File: src/rtl/rt_job_sched.sv
// rt_job_sched: queues host job arguments, launches them one at a time on the
// raytracer core's start/end handshake, collects completion status into a
// readback queue and raises a level interrupt while results are pending.
// Optional watchdog: define RT_JOB_TIMEOUT_EN to retire hung jobs with status
// 0xFFFF_FFFF after TIMEOUT_CYC cycles in RUN.
module rt_job_sched #(
    parameter int QDEPTH      = 4,
    parameter int TIMEOUT_CYC = 16777216
) (
    input  logic        clk,
    input  logic        reset,
    input  logic        avs_address,
    input  logic        avs_write,
    input  logic [31:0] avs_writedata,
    input  logic        avs_read,
    output logic [31:0] avs_readdata,
    output logic        irq,
    output logic        start_rt,
    output logic [31:0] job_arg,
    input  logic        end_rt,
    input  logic [31:0] end_rtstat,
    output logic        busy
);

    localparam int AW = (QDEPTH > 1) ? $clog2(QDEPTH) : 1;
    localparam int CW = AW + 1;
    localparam logic [CW-1:0] QD = CW'(QDEPTH);

    typedef enum logic [1:0] {S_IDLE, S_LAUNCH, S_RUN, S_RETIRE} state_t;

    state_t state_reg, state_next;

    logic [31:0]   job_mem [QDEPTH];
    logic [AW-1:0] job_wr_ptr_reg, job_rd_ptr_reg;
    logic [CW-1:0] job_count_reg;

    logic [31:0]   done_mem [QDEPTH];
    logic [AW-1:0] done_wr_ptr_reg, done_rd_ptr_reg;
    logic [CW-1:0] done_count_reg;

    logic [31:0] job_arg_reg, stat_reg, readdata_reg;
    logic        irq_reg, irq_en_reg, ovf_reg;
    logic        tmo_flag, timeout_fire;

    logic wr_data, wr_ctrl, rd_data, rd_stat, flush;
    logic job_empty, job_full, done_empty, done_full, launch_ok;
    logic job_push, job_pop, done_push, done_pop;
    logic [31:0] done_push_data, status_word;

    // Bus decode and queue handshakes
    assign wr_data    = avs_write && !avs_address;
    assign wr_ctrl    = avs_write && avs_address;
    assign rd_data    = avs_read && !avs_address;
    assign rd_stat    = avs_read && avs_address;
    assign flush      = wr_ctrl && avs_writedata[2];

    assign job_empty  = (job_count_reg == '0);
    assign job_full   = (job_count_reg == QD);
    assign done_empty = (done_count_reg == '0);
    assign done_full  = (done_count_reg == QD);

    // A free done slot is required before launch so the retire never stalls.
    assign launch_ok  = !job_empty && !done_full;

    assign job_pop    = (state_reg == S_LAUNCH) && !job_empty && !flush;
    // A full queue still accepts a push when the scheduler frees a slot.
    assign job_push   = wr_data && (!job_full || job_pop);
    assign done_pop   = rd_data && !done_empty;
    assign done_push  = ((state_reg == S_RETIRE) || timeout_fire) && (!done_full || done_pop);
    assign done_push_data = timeout_fire ? 32'hFFFF_FFFF : stat_reg;

`ifdef RT_JOB_TIMEOUT_EN
    logic [31:0] timer_reg;
    logic        tmo_reg;

    // end_rt in the expiry cycle wins, so the watchdog only fires without it.
    assign timeout_fire = (state_reg == S_RUN) && !end_rt &&
                          (timer_reg == 32'(TIMEOUT_CYC - 1));
    assign tmo_flag     = tmo_reg;

    // Watchdog counter: cleared at launch, counts cycles spent in RUN
    always_ff @(posedge clk) begin
        if (reset) begin
            timer_reg <= '0;
        end else if (state_reg == S_LAUNCH) begin
            timer_reg <= '0;
        end else if (state_reg == S_RUN) begin
            timer_reg <= timer_reg + 32'd1;
        end
    end

    // Sticky timeout flag, cleared by host control write
    always_ff @(posedge clk) begin
        if (reset) begin
            tmo_reg <= 1'b0;
        end else begin
            if (wr_ctrl && avs_writedata[1]) tmo_reg <= 1'b0;
            if (timeout_fire)                tmo_reg <= 1'b1;
        end
    end
`else
    assign timeout_fire = 1'b0;
    assign tmo_flag     = 1'b0;
    // The watchdog limit has no effect in this build; keep it referenced.
    if (TIMEOUT_CYC < 1) begin : g_timeout_unused
    end
`endif

    // FSM state register
    always_ff @(posedge clk) begin
        if (reset) state_reg <= S_IDLE;
        else       state_reg <= state_next;
    end

    // FSM next-state logic
    always_comb begin
        state_next = state_reg;
        case (state_reg)
            S_IDLE:   if (launch_ok) state_next = S_LAUNCH;
            S_LAUNCH: state_next = S_RUN;
            S_RUN: begin
                if (end_rt)            state_next = S_RETIRE;
                else if (timeout_fire) state_next = S_IDLE;
            end
            S_RETIRE: state_next = S_IDLE;
            default:  state_next = S_IDLE;
        endcase
    end

    // Job queue storage (no reset, maps to RAM)
    always_ff @(posedge clk) begin
        if (job_push) job_mem[job_wr_ptr_reg] <= avs_writedata;
    end

    // Job queue pointers and occupancy; flush drops everything queued
    always_ff @(posedge clk) begin
        if (reset) begin
            job_wr_ptr_reg <= '0;
            job_rd_ptr_reg <= '0;
            job_count_reg  <= '0;
        end else if (flush) begin
            job_rd_ptr_reg <= job_wr_ptr_reg;
            job_count_reg  <= '0;
        end else begin
            if (job_push) job_wr_ptr_reg <= job_wr_ptr_reg + AW'(1);
            if (job_pop)  job_rd_ptr_reg <= job_rd_ptr_reg + AW'(1);
            case ({job_push, job_pop})
                2'b10:   job_count_reg <= job_count_reg + CW'(1);
                2'b01:   job_count_reg <= job_count_reg - CW'(1);
                default: job_count_reg <= job_count_reg;
            endcase
        end
    end

    // Done queue storage (no reset, maps to RAM)
    always_ff @(posedge clk) begin
        if (done_push) done_mem[done_wr_ptr_reg] <= done_push_data;
    end

    // Done queue pointers and occupancy
    always_ff @(posedge clk) begin
        if (reset) begin
            done_wr_ptr_reg <= '0;
            done_rd_ptr_reg <= '0;
            done_count_reg  <= '0;
        end else begin
            if (done_push) done_wr_ptr_reg <= done_wr_ptr_reg + AW'(1);
            if (done_pop)  done_rd_ptr_reg <= done_rd_ptr_reg + AW'(1);
            case ({done_push, done_pop})
                2'b10:   done_count_reg <= done_count_reg + CW'(1);
                2'b01:   done_count_reg <= done_count_reg - CW'(1);
                default: done_count_reg <= done_count_reg;
            endcase
        end
    end

    // Launch argument is read from the queue head on entry to LAUNCH and held
    // until the next launch; core status is captured on completion.
    always_ff @(posedge clk) begin
        if (reset) begin
            job_arg_reg <= '0;
            stat_reg    <= '0;
        end else begin
            if (state_reg == S_IDLE && launch_ok)  job_arg_reg <= job_mem[job_rd_ptr_reg];
            if (state_reg == S_RUN && end_rt)      stat_reg    <= end_rtstat;
        end
    end

    // Status word layout seen by the host
    assign status_word = {12'd0, irq_en_reg, tmo_flag, ovf_reg, busy,
                          8'(done_count_reg), 8'(job_count_reg)};

    // Registered read data; an empty done queue reads as zero
    always_ff @(posedge clk) begin
        if (reset) begin
            readdata_reg <= '0;
        end else if (rd_data) begin
            readdata_reg <= done_empty ? 32'd0 : done_mem[done_rd_ptr_reg];
        end else if (rd_stat) begin
            readdata_reg <= status_word;
        end
    end

    // Control flags and registered interrupt
    always_ff @(posedge clk) begin
        if (reset) begin
            irq_en_reg <= 1'b0;
            ovf_reg    <= 1'b0;
            irq_reg    <= 1'b0;
        end else begin
            if (wr_ctrl)                     irq_en_reg <= avs_writedata[0];
            if (wr_ctrl && avs_writedata[1]) ovf_reg    <= 1'b0;
            if (wr_data && !job_push)        ovf_reg    <= 1'b1;
            irq_reg <= irq_en_reg && !done_empty;
        end
    end

    assign avs_readdata = readdata_reg;
    assign irq          = irq_reg;
    assign start_rt     = (state_reg == S_LAUNCH);
    assign job_arg      = job_arg_reg;
    assign busy         = (state_reg != S_IDLE);

endmodule

File: config.mk
export PLATFORM = sky130hd
export DESIGN_NAME = rt_job_sched
export DESIGN_NICKNAME = d
export VERILOG_FILES = /design/src/rtl/rt_job_sched.sv
export SDC_FILE = /design/constraint.sdc
export NUM_CORES = 1
export LEC_CHECK = 0
export ABC_AREA = 1
export CAP_MARGIN = 0
export CELL_PAD_IN_SITES_DETAIL_PLACEMENT = 2
export CELL_PAD_IN_SITES_GLOBAL_PLACEMENT = 2
export CORE_MARGIN = 4
export CORE_UTILIZATION = 34
export CTS_CLUSTER_DIAMETER = 120
export DETAILED_ROUTE_END_ITERATION = 6
export PLACE_DENSITY = 0.76
export SLEW_MARGIN = 0
export SYNTH_ARGS = -nofsm -noshare
export SYNTH_HDL_FRONTEND = slang
export SYNTH_SLANG_ARGS = --single-unit
export TNS_END_PERCENT = 50
File: constraint.sdc
create_clock -name clk -period 2.7 [get_ports clk]
set_input_delay 0.675 -clock clk [delete_from_list [all_inputs] [get_ports clk]]
set_output_delay 0.675 -clock clk [all_outputs]
set_load 0.01 [all_outputs]
==> impl_metrics.env <==
export IMPL_cp_start_kind="register"
export IMPL_cell_area_power_density_nw_per_um2=904
export IMPL_nets=1452
export IMPL_detailed_place_hpwl_microns=27600
export IMPL_setup_worst_path_end_class="output port"
export IMPL_horizontal_die_dimension_microns=211
export IMPL_crit_fanout=4
export IMPL_final_hold_violation_count=0
export IMPL_netlist_cell_type_count=30
export IMPL_final_layout_size_suffix_gt1_share_pct=10.6
export IMPL_first_global_vias=11400
export IMPL_post_synth_instance_area_sq_um=14100
export IMPL_cts_root_buf="sky130_fd_sc_hd__clkbuf_16"
export IMPL_clock_tree_from_tritoncts="done"
export IMPL_row_count=74
export IMPL_route_antenna_remaining_nets=0
export IMPL_grt_overflow_total=0
export IMPL_cts_num_sinks=373
export IMPL_seq_area_frac_synth_pct=71.4
export IMPL_synth_yosys_warnings=0
export IMPL_critical_path_max_stage_delay_ns=0.55
export IMPL_postPlaceCellArea_sq_um=16200
export IMPL_grt_pass1_wl_microns=68200
export IMPL_fin_util_pct=43.5
export IMPL_initial_standard_cell_utilization_of_the_core_pct=34.4
export IMPL_timing_slew_headroom_pct=39.1
export IMPL_cts_h_tree_lvls=2
export IMPL_drt_wl_total_microns=44400
export IMPL_p_leak_nw=6.11
export IMPL_antennaDiodeCount=0
export IMPL_worstPathBufferInverterCount=3
export IMPL_synth_area_per_cell_sq_um=11.5
export IMPL_timing_critical_path_slowest_stage_cell="sky130_fd_sc_hd__clkdlybuf4s50_1"
export IMPL_setup_viol=0
export IMPL_grt_setup_unrepaired="no"
export IMPL_port_buffers=136
export IMPL_synthesis_instances=1218
export IMPL_most_common_layout_cells="268 x sky130_fd_sc_hd__nor2_1, 256 x sky130_fd_sc_hd__edfxtp_1, 189 x sky130_fd_sc_hd__o21ai_0"
export IMPL_dr_total_vias=9949
export IMPL_postLayoutCellArea_sq_um=17800
export IMPL_pin_count_of_the_biggest_net_entering_global_routing=66
export IMPL_yosys_register_bits=373
export IMPL_final_max_slew_viol_count=0
export IMPL_clkLatencyLatePin_ns=0.56
export IMPL_min_path_type="register to register"
export IMPL_layout_overhead_on_the_synthesized_area_pct=26.4
export IMPL_cp_data_required_time_ns=2.03
export IMPL_routed_wire_length_per_instance_microns=23.0
export IMPL_fp_dieArea_sq_um=44700
export IMPL_cap_viol_max_count=0
export IMPL_floorplan_core_area_sq_um=40800
export IMPL_dr_pass1_iters=4
export IMPL_numCtsBuffers=42
export IMPL_layout_top_registers="done_mem: 128 flops, job_mem: 128 flops"
export IMPL_final_setup_skew_ns=0.0162
export IMPL_cts_reportedPaths_clkPinSlew_ns=0.06
export IMPL_drc=0
export IMPL_grt_use_total_pct=19.8
export IMPL_synth_fp_nets=1302
export IMPL_detailedRoute_firstIterationViolations=563
export IMPL_criticalPathCategory="register to output port"
export IMPL_layout_cells_most_common="sky130_fd_sc_hd__nor2_1"
export IMPL_final_hold_worst_slack_ns=0.469
export IMPL_critical_path_arrival_ns=1.95
export IMPL_worst_ir_drop_vdd_v=0.000436
export IMPL_chip_height_microns=211
export IMPL_setup_total_negative_slack_ns=0
export IMPL_top_level_ports=137
export IMPL_finalWorstPathRequiredPeriod_ns=2.62
export IMPL_antenna_violations_before_repair=1
export IMPL_fin_crit_sh_pct=97.2
export IMPL_outcome="completed"
export IMPL_clock_fmax_mhz=381
export IMPL_cts_max_path_buffers=3
export IMPL_finalWeightedCongestion=0.758
export IMPL_post_layout_power_mw=16.1
export IMPL_critical_path_top_delay_family="buffers and inverters"
export IMPL_max_slew_worst_pin_slew_ns=0.913
export IMPL_avgViaCountPerCell=5.15
export IMPL_crit_chain="inv_1 -> ha_2 -> inv_2 -> clkdlybuf4s50_1"
-- cells by family after synthesis --
| kind of cell | Yosys count | share of synthesized area [%] |
|---|---|---|
| DFF | 373 | 71.4 |
| adders and majority gates | 14 | 1.35 |
| xor gates and xnor gates | 1 | 0.0623 |
| AOI/OAI and AO/OA | 333 | 12.5 |
| buffers and inverters | 113 | 3.73 |
| and+or+nand+nor | 384 | 11.0 |
-- final cells by class --
| class | instances | area (sq um) |
|---|---|---|
| clock buffers | 59 | 1210 |
| clock inverters | 17 | 328 |
| well taps | 532 | 666 |
| inverters | 42 | 159 |
| multi-input cells | 732 | 3570 |
| repair buffers | 177 | 1810 |
| flip-flops and latches | 373 | 10000 |
| fillers | 4091 | 23100 |
-- cell usage after synthesis --
master / instances / area [sq um]
sky130_fd_sc_hd__a21oi_1: 54 / 270
sky130_fd_sc_hd__a21oi_2: 2 / 17.5
sky130_fd_sc_hd__a31oi_1: 1 / 6.26
sky130_fd_sc_hd__buf_1: 2 / 7.51
sky130_fd_sc_hd__buf_2: 18 / 90.1
sky130_fd_sc_hd__buf_4: 4 / 30.0
sky130_fd_sc_hd__buf_6: 8 / 90.1
sky130_fd_sc_hd__clkbuf_1: 38 / 143
sky130_fd_sc_hd__clkbuf_2: 1 / 5.00
sky130_fd_sc_hd__clkinv_2: 1 / 5.00
sky130_fd_sc_hd__dfxtp_1: 117 / 2340
sky130_fd_sc_hd__edfxtp_1: 256 / 7690
sky130_fd_sc_hd__fa_1: 2 / 40.0
sky130_fd_sc_hd__ha_1: 12 / 150
sky130_fd_sc_hd__inv_1: 33 / 124
sky130_fd_sc_hd__inv_2: 8 / 30.0
sky130_fd_sc_hd__nand2_1: 78 / 293
sky130_fd_sc_hd__nand2_2: 5 / 31.3
sky130_fd_sc_hd__nand2_4: 2 / 22.5
sky130_fd_sc_hd__nand3_1: 10 / 50.1
sky130_fd_sc_hd__nand3_2: 3 / 30.0
sky130_fd_sc_hd__nand3_4: 1 / 17.5
sky130_fd_sc_hd__nand4_1: 5 / 31.3
sky130_fd_sc_hd__nor2_1: 276 / 1040
sky130_fd_sc_hd__nor2_2: 2 / 12.5
sky130_fd_sc_hd__nor2_4: 2 / 22.5
sky130_fd_sc_hd__o21ai_0: 189 / 946
sky130_fd_sc_hd__o21ai_1: 23 / 115
sky130_fd_sc_hd__o22ai_1: 64 / 400
sky130_fd_sc_hd__xor2_1: 1 / 8.76
-- timing repair --
action | in CTS | in global routing
setup buffers | 1 | 0
resized for setup | 3 | 1
setup endpoints to repair | 2 | 1
hold buffers | 0 | 0
-- tightest hold or removal path, cell delays in order, from the launching register on --
cell	delay [ns]
sky130_fd_sc_hd__dfxtp_1	0.31
sky130_fd_sc_hd__nand2_1	0.06
sky130_fd_sc_hd__a21oi_1	0.06
-- final timing paths --
kind | start | endpoint | slack (ns) | cells after the start
hold reg to reg | avs_readdata[23] | avs_readdata[23] | 0.47 | 2
setup / recovery | state_reg[1] | busy | 0.08 | 4
setup reg to reg | state_reg[1] | job_arg[22] | 0.63 | 8
hold / removal | avs_readdata[23] | avs_readdata[23] | 0.47 | 2
-- per-layer routing --
| metal | vias to the layer above | wire length, microns | track usage (%) |
|---|---|---|---|
| met3 | 56 | 1670 | 3.22 |
| met4 | 0 | 812 | 5.20 |
| met2 | 190 | 23400 | 36.1 |
| met1 | 5118 | 18600 | 24.4 |
| li1 | 4585 | - | - |
| met5 | - | 0 | 0 |
-- power breakdown --
part	switching (mW)	internal [mW]	total, mW
Clock	2.37	3.99	6.36
Sequential	0.379	6.69	7.07
Combinational	1.62	1.01	2.64
-- per-stage QoR --
step	instances	setup slack, ns
finish	1932	0.0753
global route	1932	0.000686
CTS	1932	0.0438
detailed placement	1855	0.108
global placement	1855	0.218
floorplan	1218	-0.160
No activity file was read; power rests on OpenSTA's default activity.
==> variant, RTL diff (same settings) <==
The option `RT_JOB_TIMEOUT_EN` is turned on by a define.
--- a/src/rtl/rt_job_sched.sv
+++ b/src/rtl/rt_job_sched.sv
@@ -3,6 +3,8 @@
 // readback queue and raises a level interrupt while results are pending.
 // Optional watchdog: define RT_JOB_TIMEOUT_EN to retire hung jobs with status
 // 0xFFFF_FFFF after TIMEOUT_CYC cycles in RUN.
+`define RT_JOB_TIMEOUT_EN
+
 module rt_job_sched #(
     parameter int QDEPTH      = 4,
     parameter int TIMEOUT_CYC = 16777216
Behaviour: no difference found for any inputs over 4 cycles, from zero or initial values and one cycle with reset high; that may be too few to reach the edited logic, so the function may still have changed.
==> variant against the unedited design <==
Design area increased by 12%. Total power increased by 2.8%. Sequential cell count increased by 33. Routed wire length increased by 12%. Synthesized cell count increased by 27%. Clock power increased by 1%. Critical path depth decreased by 1. Register-to-register slack got worse by 310 ps. Sequential share of layout area decreased by 2.8 points. Synthesized area increased by 14%. Hold slack got worse by 20 ps. Setup slack improved by 35 ps.
==> variant: results <==
export IMPL_ir_worst_vdd_v=0.000475
export IMPL_syn_nets=1622
export IMPL_hp_start="job_arg[12]$_SDFFE_PP0P_"
export IMPL_place_hpwl_microns=30900
export IMPL_slowest_delay_ps=520
export IMPL_via_per_inst=5.15
export IMPL_outcome="finished, final reports clean"
export IMPL_track_usage_pct=19.4
export IMPL_yosysSeqAreaShare_pct=66.7
export IMPL_r2r_end="done_count_reg[2]$_SDFFE_PP0P_"
export IMPL_grt_pass1_vias=13540
export IMPL_r2r_slack_ps=320
export IMPL_path_clk_slew_ps=60
export IMPL_use_met2_pct=35.5
export IMPL_gp_congestion=0.766
export IMPL_switching_share_pct=27.2
export IMPL_numCtsBuffers=46
export IMPL_grtUsageMet3_pct=3.17
export IMPL_fin_worst_skew_ps=15.3
export IMPL_synth_area_leaders="edfxtp_1, dfxtp_1, o21ai_0"
export IMPL_wl_per_cell_microns=21.3
export IMPL_synthTopCellsByCount="edfxtp_1, nor2_1, nand2_1"
export IMPL_first_pass_iters=5
export IMPL_grt_pass1_wl_microns=77300
export IMPL_final_net_count=1774
export IMPL_leakagePower_uw=0.00692
export IMPL_crit_arrival_ps=1910
export IMPL_layout_drive_gt1_share_pct=9.71
export IMPL_cts_resized_gates=0
export IMPL_hold_end="job_arg[12]$_SDFFE_PP0P_"
export IMPL_r2r_start="timer_reg[1]$_SDFFE_PP0N_"
export IMPL_antenna_found_initial=0
export IMPL_grt_max_degree=87
export IMPL_reg2regPathDepth=16
export IMPL_cts_setup_buffers=0
export IMPL_met1_usage_pct=23.3
## variant: logic make-up (layout without fill, tap and decap cells)
| group | Yosys count | count (layout) | share of synthesized area, % |
|---|---|---|---|
| fa+ha+maj | 11 | 11 | 0.952 |
| compound gates | 404 | 404 | 13.7 |
| buf+inv | 218 | 408 | 5.20 |
| flops | 406 | 406 | 66.7 |
| simple gates | 491 | 491 | 12.9 |
| xor+xnor | 11 | 11 | 0.601 |
## variant: worst max-delay path by stage
| stage | end | slack (ps) | depth (start not counted) |
|---|---|---|---|
| finish | busy | 110 | 3 |
| CTS | busy | 80 | 3 |
| global route | busy | -10 | 3 |
| detailed placement | job_count_reg[2]$_SDFFE_PP0P_ | -60 | 12 |
| global placement | done_count_reg[2]$_SDFFE_PP0P_ | 0.6 | 13 |
| floorplan | done_mem[0][0]$_DFFE_PP_ | -370 | 9 |
## variant: final cells by class
cell class,instances,area [sq um]
Multi-Input combinational cell,917,4540
Tap cell,607,759
Clock inverter,25,268
Fill cell,4845,26600
Timing Repair Buffer,184,1870
Sequential cell,406,10700
Inverter,138,518
Clock buffer,61,1290
## variant: through the flow
stage	std cells	setup WS, ps	hold slack, ps
CTS	2338	80.1	450
detailed placement	2252	-64.9	441
global route	2338	-12.1	470
floorplan	1541	-371	430
finish	2338	111	449
global placement	2252	0.553	433
## variant: power groups by stage
stage	Clock, uW	Combinational [uW]	Sequential [uW]
final	6440	2690	7390
after global routing	6900	2980	7440
after CTS	6620	2740	7400
after detailed placement	0	2690	7510
after global placement	0	2550	7470
after floorplan	0	1290	7540
## variant: critical path: cells and delay by family (launching register included)
family	cells	cell delay [ps]
buffers and inverters	2	710
flip-flops	1	340
AND/OR/NAND/NOR	1	280
## variant: layer usage
metal / wire [microns] / share of wire, % / vias up
met5: 0 / 0 / -
li1: - / - / 5607
met4: 1410 / 2.8 / 0
met1: 20700 / 42 / 6081
met3: 1850 / 3.7 / 95
met2: 25900 / 52 / 247
